`src/rtl/window_box_overlay.sv`:
```
// Draws the per-frame bounding box of an extreme-point window onto an RGB stream (2-cycle latency).
// Optional centre crosshair enabled by defining WINDOW_BOX_CROSS_EN.
module window_box_overlay #(
  parameter int          H_ACT       = 640,
  parameter int          V_ACT       = 480,
  parameter int          LINE_W      = 2,
  parameter logic [23:0] BOX_COLOR   = 24'hFF0000,
  parameter int          HOLD_FRAMES = 4
) (
  input  logic        clk,
  input  logic        rst_n,
  input  logic        vs_in,
  input  logic        hs_in,
  input  logic        de_in,
  input  logic [23:0] rgb_in,
  input  logic [79:0] win,
  output logic        vs_out,
  output logic        hs_out,
  output logic        de_out,
  output logic [23:0] rgb_out,
  output logic        box_valid
);

  localparam logic [9:0]  X_LAST = 10'(H_ACT - 1);
  localparam logic [9:0]  Y_LAST = 10'(V_ACT - 1);
  localparam logic [10:0] LW     = 11'(LINE_W);
  localparam logic [3:0]  HOLD_N = 4'(HOLD_FRAMES);

  typedef enum logic [1:0] {S_NONE, S_TRACK, S_HOLD} state_t;

  state_t      state;
  logic [3:0]  hold_cnt;
  logic        vs_d, de_d;
  logic [9:0]  x_cnt, y_cnt;
  logic [9:0]  bx_min, bx_max, by_min, by_max;

  logic        vs_rise, de_fall;
  logic [9:0]  pix_x, pix_y;
  logic [9:0]  c_x_min, c_x_max, c_y_min, c_y_max;
  logic        c_valid;

  logic        vs_1, hs_1, de_1, flag_1;
  logic [23:0] rgb_1;

  function automatic logic [9:0] inc_sat(input logic [9:0] v, input logic [9:0] last);
    return (v == last) ? v : v + 10'd1;
  endfunction

  assign vs_rise   = vs_in & ~vs_d;
  assign de_fall   = de_d & ~de_in;
  assign box_valid = (state != S_NONE);

  // A pixel coinciding with the frame-start edge is treated as (0,0).
  assign pix_x = vs_rise ? '0 : x_cnt;
  assign pix_y = vs_rise ? '0 : y_cnt;

  assign c_y_min = win[69:60];
  assign c_y_max = win[49:40];
  assign c_x_min = win[39:30];
  assign c_x_max = win[19:10];
  assign c_valid = (c_x_min <= c_x_max) && (c_y_min <= c_y_max);

  // NOTE: synchronous reset; every sequential block checks rst_n inside the clocked branch and uses <= only.
  always_ff @(posedge clk) begin
    if (!rst_n) begin
      vs_d  <= 1'b0;
      de_d  <= 1'b0;
      x_cnt <= '0;
      y_cnt <= '0;
    end else begin
      vs_d <= vs_in;
      de_d <= de_in;
      if (vs_rise) begin
        x_cnt <= de_in ? inc_sat('0, X_LAST) : '0;
        y_cnt <= '0;
      end else if (de_in) begin
        x_cnt <= inc_sat(x_cnt, X_LAST);
      end else if (de_fall) begin
        x_cnt <= '0;
        y_cnt <= inc_sat(y_cnt, Y_LAST);
      end
    end
  end

  always_ff @(posedge clk) begin
    if (!rst_n) begin
      state    <= S_NONE;
      hold_cnt <= '0;
      bx_min   <= '0;
      bx_max   <= '0;
      by_min   <= '0;
      by_max   <= '0;
    end else if (vs_rise) begin
      if (c_valid) begin
        state    <= S_TRACK;
        hold_cnt <= '0;
        bx_min   <= c_x_min;
        bx_max   <= c_x_max;
        by_min   <= c_y_min;
        by_max   <= c_y_max;
      end else begin
        case (state)
          S_TRACK: begin
            state    <= S_HOLD;
            hold_cnt <= 4'd1;
          end
          S_HOLD: begin
            if (hold_cnt >= HOLD_N) begin
              state    <= S_NONE;
              hold_cnt <= '0;
            end else begin
              hold_cnt <= hold_cnt + 4'd1;
            end
          end
          default: begin
            state    <= S_NONE;
            hold_cnt <= '0;
          end
        endcase
      end
    end
  end

  // Border test: distances are formed in 11 bits and only used when the pixel is inside the box.
  logic        in_box, on_edge, on_cross, border;
  logic [10:0] d_left, d_right, d_top, d_bot;

  assign in_box  = (pix_x >= bx_min) && (pix_x <= bx_max) &&
                   (pix_y >= by_min) && (pix_y <= by_max);
  assign d_left  = {1'b0, pix_x}  - {1'b0, bx_min};
  assign d_right = {1'b0, bx_max} - {1'b0, pix_x};
  assign d_top   = {1'b0, pix_y}  - {1'b0, by_min};
  assign d_bot   = {1'b0, by_max} - {1'b0, pix_y};
  assign on_edge = (d_left < LW) || (d_right < LW) || (d_top < LW) || (d_bot < LW);

`ifdef WINDOW_BOX_CROSS_EN
  logic [9:0]  cx, cy;
  logic [10:0] sum_x, sum_y;

  assign sum_x = {1'b0, c_x_min} + {1'b0, c_x_max};
  assign sum_y = {1'b0, c_y_min} + {1'b0, c_y_max};

  always_ff @(posedge clk) begin
    if (!rst_n) begin
      cx <= '0;
      cy <= '0;
    end else if (vs_rise && c_valid) begin
      cx <= sum_x[10:1];
      cy <= sum_y[10:1];
    end
  end

  assign on_cross = (pix_x == cx) || (pix_y == cy);
`else
  assign on_cross = 1'b0;
`endif

  assign border = de_in && box_valid && in_box && (on_edge || on_cross);

  always_ff @(posedge clk) begin
    if (!rst_n) begin
      vs_1    <= 1'b0;
      hs_1    <= 1'b0;
      de_1    <= 1'b0;
      flag_1  <= 1'b0;
      rgb_1   <= '0;
      vs_out  <= 1'b0;
      hs_out  <= 1'b0;
      de_out  <= 1'b0;
      rgb_out <= '0;
    end else begin
      vs_1    <= vs_in;
      hs_1    <= hs_in;
      de_1    <= de_in;
      flag_1  <= border;
      rgb_1   <= rgb_in;
      vs_out  <= vs_1;
      hs_out  <= hs_1;
      de_out  <= de_1;
      rgb_out <= !de_1 ? '0 : (flag_1 ? BOX_COLOR : rgb_1);
    end
  end

endmodule

```
`config.mk`:
```
export PLATFORM = sky130hd
export DESIGN_NAME = window_box_overlay
export DESIGN_NICKNAME = d
export VERILOG_FILES = /design/src/rtl/window_box_overlay.sv
export SDC_FILE = /design/constraint.sdc
export NUM_CORES = 1
export LEC_CHECK = 0
export ABC_AREA = 1
export CORE_ASPECT_RATIO = 0.6
export CORE_MARGIN = 1.5
export CORE_UTILIZATION = 48
export DETAILED_ROUTE_END_ITERATION = 8
export GPL_TIMING_DRIVEN = 1
export PLACE_DENSITY = 0.77
export SETUP_SLACK_MARGIN = 0.3
export SLEW_MARGIN = 20
export SYNTH_ARGS = -nofsm -noshare
export SYNTH_HDL_FRONTEND = slang
export SYNTH_SLANG_ARGS = --single-unit
```
`constraint.sdc`:
```
create_clock -name clk -period 2.3 [get_ports clk]
set_input_delay 0.345 -clock clk [delete_from_list [all_inputs] [get_ports clk]]
set_output_delay 0.345 -clock clk [all_outputs]
set_load 0.05 [all_outputs]
```
# After elaboration in Yosys (flattened, before gate mapping)
# Index checks and enable logic that the tools add are counted.
# W data, S select, Z words.
dict set report totals {
  register_bits 121
  latch_bits 0
  ramBits 0
  mem_bits_ro 0
  output_inout_bits 28
  elab_cells 82
  n_memories 0
}
dict set report op_classes {
  n_addsub 7
  multipliers 0
  div 0
  order_cmp 11
  eq_ne 6
  shifts 0
  mux 14
  n_bitwise 7
  n_reduce_logical 19
}
# cell count
set ops {}
lappend ops {{$mux W10} 6}
lappend ops {{$lt A11 B2 Y1 const B} 4}
lappend ops {{$sub A10 B10 Y11} 4}
lappend ops {{$le A10 B10 Y1} 4}
lappend ops {{$mux W24} 1}
lappend ops {{$add A10 B1 Y10 const B} 2}
lappend ops {{$ge A10 B10 Y1} 2}
lappend ops {{$eq A10 B10 Y1 const B} 1}
lappend ops {{$eq A10 B9 Y1 const B} 1}
lappend ops {{$mux W4} 2}
lappend ops {{$pmux W4 S2} 1}
lappend ops {{$reduce_and A2 Y1} 4}
lappend ops {{$logic_and A1 B1 Y1} 7}
lappend ops {{$ne A3 B3 Y1 const B} 2}
lappend ops {{$not A1 Y1} 5}
lappend ops {{$add A4 B1 Y4 const B} 1}
lappend ops {{$ge A4 B3 Y1 const B} 1}
lappend ops {{$mux W2} 2}
lappend ops {{$pmux W2 S2} 1}
lappend ops {{$logic_or A1 B1 Y1} 3}
lappend ops {{$reduce_and A3 Y1} 1}
lappend ops {{$reduce_bool A3 Y1} 1}
lappend ops {{$reduce_or A3 Y1} 1}
lappend ops {{$and A1 B1 Y1} 2}
lappend ops {{other kinds (5)} 5}

# Depth between registers and ports, before layout
dict set report depth {
  word_depth 9
  mapped_depth 22
  depth_no_buf 22
}

# Least setup slack after synthesis
# No wires, ideal clock.
dict set report synth_timing {
  path_type {register to register}
  start {register vs_1 (netlist name)}
  end {register flag_1}
  setup_time_ps 56
  t_arrival_ps 2455
  required_ps 2244
  path_slack_ps -210
  stages_incl_launch_ff 19
  n_path_buf 1
  period_less_slack_ps 2510
  cell_sequence {dfxtp_1 > inv_2 > nand2_4 > inv_2 > buf_1 > nor2_1 > inv_1 > ha_1 > inv_1 > fa_1 > inv_1 > o21ai_0 > xor2_1 > or2_0 > nor2_1 > nand3_1 > nand4_1 > nand2_1 > inv_1}
}
# element line
set synth_lines {}
lappend synth_lines {{end signal: assignment} 175} ;# flag_1 <= border;
lappend synth_lines {{end: declaration} 42} ;# logic vs_1, hs_1, de_1, flag_1;

==> results.yml <==
place:
  hpwl_um: 14400
  port_buffers: 96
  place.gp.congestion: 0.946
  dp_worst_setup_slack_ns: -0.584
  placed_cells: 1383
cells_and_area:
  ff_latch_area_um2: 2420
  fin_nets: 1398
  n_fill_cell: 1096
  syn_to_final_growth_pct: 46.1
  final_layout_size_suffix_gt1_share_pct: 24.2
  fin_util_pct: 71.4
  antennaDiodeCount: 0
  multi_input_area_um2: 4200
  final_cell_count_no_fill: 1432
sta:
  period_share_pct: 105
  setup_ws_ns: -0.115
  relSlewSlack_pct: 65.1
  setup_viol: 1
  fin_worst_skew_ns: 0.0137
  hold_viol: 0
  fmax_ghz: 0.414
  final_max_slew_viol_count: 0
  fin_tns_setup_ns: -0.115
  rsz0062_at_grt: "yes"
  period_minus_slack_ns: 2.41
  worst_pin_slew_ns: 0.521
synthesis:
  synth_cell_types: 45
  synth_edf_count: 0
  synth_top_cell_area_share_pct: 34.5
  synthCells: 1010
  synth-async-reset-ratio_pct: 0
  synth_commonest_cells: "inv_1 (213), nand2_1 (178), dfxtp_1 (121)"
  ys_seq_area_share_pct: 34.5
  syn_nets: 1187
  synth_area_um2: 7030
  avgSynthCellArea_um2: 6.96
  ys_ff_latch: 121
  yosys_warnings: 0
  synth_most_common_cell: "inv_1"
  yosys.area.top_type: "dfxtp_1"
  synth.area.top_cells: "dfxtp_1 (34%), ha_1 (11%), inv_1 (11%)"
  ys.flop_type: "dfxtp_1"
setup_path:
  cp_cell_sequence: "inv_2 > nand2_4 > inv_8 > nor2_2 > inv_1 > ha_1 > nand2_1 > nor2_1 > nand3_1 > nand3_1 > nand2_1 > nand3_1 > nor2_1 > nand3_1 > nand4_1 > nand2_1 > inv_1"
  slowest_delay_ns: 0.36
  path_common_cell: "nand3_1"
  path_max_fanout: 8
  crit_path_start_kind: "register"
  worst_path_max_delay_cell: "ha_1"
  cp_num_buf_inv: 4
  end_kind: "register"
  crit_required_ns: 2.63
  critPathKind: "reg -> reg"
  cp_top_family: "simple AND/OR/NAND/NOR gates"
  reg2reg_slack_ns: -0.11
  cp.arrival_ns: 2.75
cts:
  cts_hold_buf: 0
  cts.sinks: 121
  h-tree-depth: 4
  cts_made_buffers: 17
  clock_latency_ns: 0.44
  clock_path_buffers: 2
  cts_tree: "yes"
  root_buffer: "clkbuf_16"
  clk_pin_slew_ns: 0.07
power:
  p_clk_share_pct: 39.0
  design_power_total_mw: 6.84
  pwr-share-comb_pct: 28.0
  vdd_drop_max_v: 0.000435
  cellPowerDensity_nw_per_um2: 667
  p_int_mw: 4.49
  p_sw_share_pct: 34.5
  seqPwrFrac_pct: 32.9
  p_switching_mw: 2.36
  leakage_nw: 4.91
routing:
  drtPass1Iterations: 5
  ant_nets: 0
  drtIter0Drc: 565
  drc: 0
  drt-total-wl_um: 22300
  post_drt_wl_per_cell_um: 15.6
  dr_total_vias: 7369
  via_per_inst: 5.15
status:
  violations: "setup timing"
  status: "finished with violations"
grt:
  grt_usage_pct: 26.9
  grt_remaining_overflow: 0
  antenna_found_initial: 0
  grt_pass1_wl_um: 32700
  grt_pass1_vias: 6568
  grt_start_max_net_pins: 69
floorplan:
  die_w_um: 159
  start_util_pct: 48.9
  num_rows: 34
  core_um2: 14400
  dieHeight_um: 96.7
  die_area_um2: 15400
  pin_count: 137
job:
  drv_cap: 0
hold_path:
  hold_path_class: "in -> reg"
## power by group through the flow
stage	Sequential, mW	Combinational (mW)	Clock [mW]
floorplan	2.31	0.996	0
global placement	2.29	1.57	0
detailed placement	2.29	1.59	0
CTS	2.25	1.70	2.67
global route	2.26	2.09	2.79
finish	2.25	1.92	2.67
## repair_timing
action                                  4_1_cts  5_1_grt
buffers inserted                              6        4
endpoints found under the setup margin       46       50
resized for setup                            76      139
cloned                                        4        3
pin swaps                                    30       28
## layout by cell type (no fill, tap or decap), types with 5 or more instances in the layout
cell | synthesis | layout
inv_8 | 0 | 7
o21ai_1 | 13 | 21
clkbuf_2 | 0 | 11
clkbuf_16 | 0 | 20
nor3_1 | 13 | 12
o21ai_2 | 0 | 10
nor2_4 | 0 | 7
inv_6 | 0 | 5
inv_1 | 213 | 199
buf_12 | 0 | 5
nand2_1 | 178 | 166
nand4_1 | 14 | 14
dlygate4sd2_1 | 0 | 14
xnor2_1 | 7 | 7
nor2_1 | 106 | 91
a21oi_2 | 1 | 18
nand2_2 | 6 | 16
nor2_2 | 3 | 11
buf_4 | 0 | 101
a21oi_1 | 91 | 73
dlymetal6s2s_1 | 0 | 8
xor2_1 | 12 | 12
ha_1 | 64 | 45
clkdlybuf4s50_1 | 0 | 57
inv_2 | 5 | 18
o21ai_4 | 0 | 5
o21ai_0 | 51 | 28
buf_6 | 4 | 6
ha_4 | 0 | 15
nand3_1 | 46 | 43
dfxtp_1 | 121 | 119
## metal layers
layer	routed length [um]	up-vias	GRT usage, %	share of wire [%]
li1	-	3625	-	-
met1	10600	3329	41.3	48
met2	8880	355	36.4	40
met3	2320	60	6.39	10
met4	481	0	7.84	2.2
met5	0	-	0	0
## flip-flops by register name, indices dropped and copies added, names as in the netlist
| signal | flops |
|---|---|
| bx_max | 10 |
| bx_min | 10 |
| by_max | 10 |
| by_min | 10 |
| de_1 | 1 |
| de_out | 1 |
| flag_1 | 1 |
| hold_cnt | 4 |
| hs_1 | 1 |
| hs_out | 1 |
| rgb_1 | 24 |
| rgb_out | 24 |
| state | 2 |
| vs_1 | 1 |
| vs_out | 1 |
| x_cnt | 10 |
| y_cnt | 10 |
## worst register-to-register path: cells and delay by family (launching register included)
family                   cells  cell delay [ns]
adder cells (fa/ha/maj)      1             0.36
flip-flops                   1             0.34
AND/OR/NAND/NOR             12             1.34
buffers and inverters        4             0.27
## metrics by stage
| step | area (um^2) | hold WS, ns |
|---|---|---|
| 2_1_floorplan | 7090 | 0.390 |
| 3_3_place_gp | 8960 | 0.392 |
| 3_5_place_dp | 8960 | 0.399 |
| 4_1_cts | 9830 | 0.244 |
| 5_1_grt | 10300 | 0.241 |
| 6_report | 10300 | 0.238 |
## cell families (layout without fill, tap and decap cells)
family          count (synthesis)  after routing  share of synthesized area (%)
fa+ha+maj                      68             68                           12.5
simple gates                  385            385                           23.8
xor+xnor                       19             19                           2.37
buf+inv                       240            464                           13.4
flops                         121            121                           34.5
compound gates                177            177                           13.4
## final cells by class
cell class,instances,area share (%)
clock buffers,17,4.14
clock inverters,15,1.48
flip-flops and latches,121,23.6
repair inverters,1,0.0853
well taps,198,2.41
inverters,219,8.13
repair buffers,212,19.2
multi-input cells,649,41.0
## path summary, 6_finish.rpt
check                            from                endpoint  cells after the start
setup / recovery      vs_1$_SDFF_PN0_       flag_1$_SDFF_PN0_                     17
setup reg to reg      vs_1$_SDFF_PN0_       flag_1$_SDFF_PN0_                     17
hold reg to reg   rgb_1[4]$_SDFF_PN0_   rgb_out[4]$_SDFF_PP0_                      2
hold / removal                win[19]  bx_max[9]$_SDFFE_PN0P_                      3
Note: power is estimated with default switching activity, not from simulation.
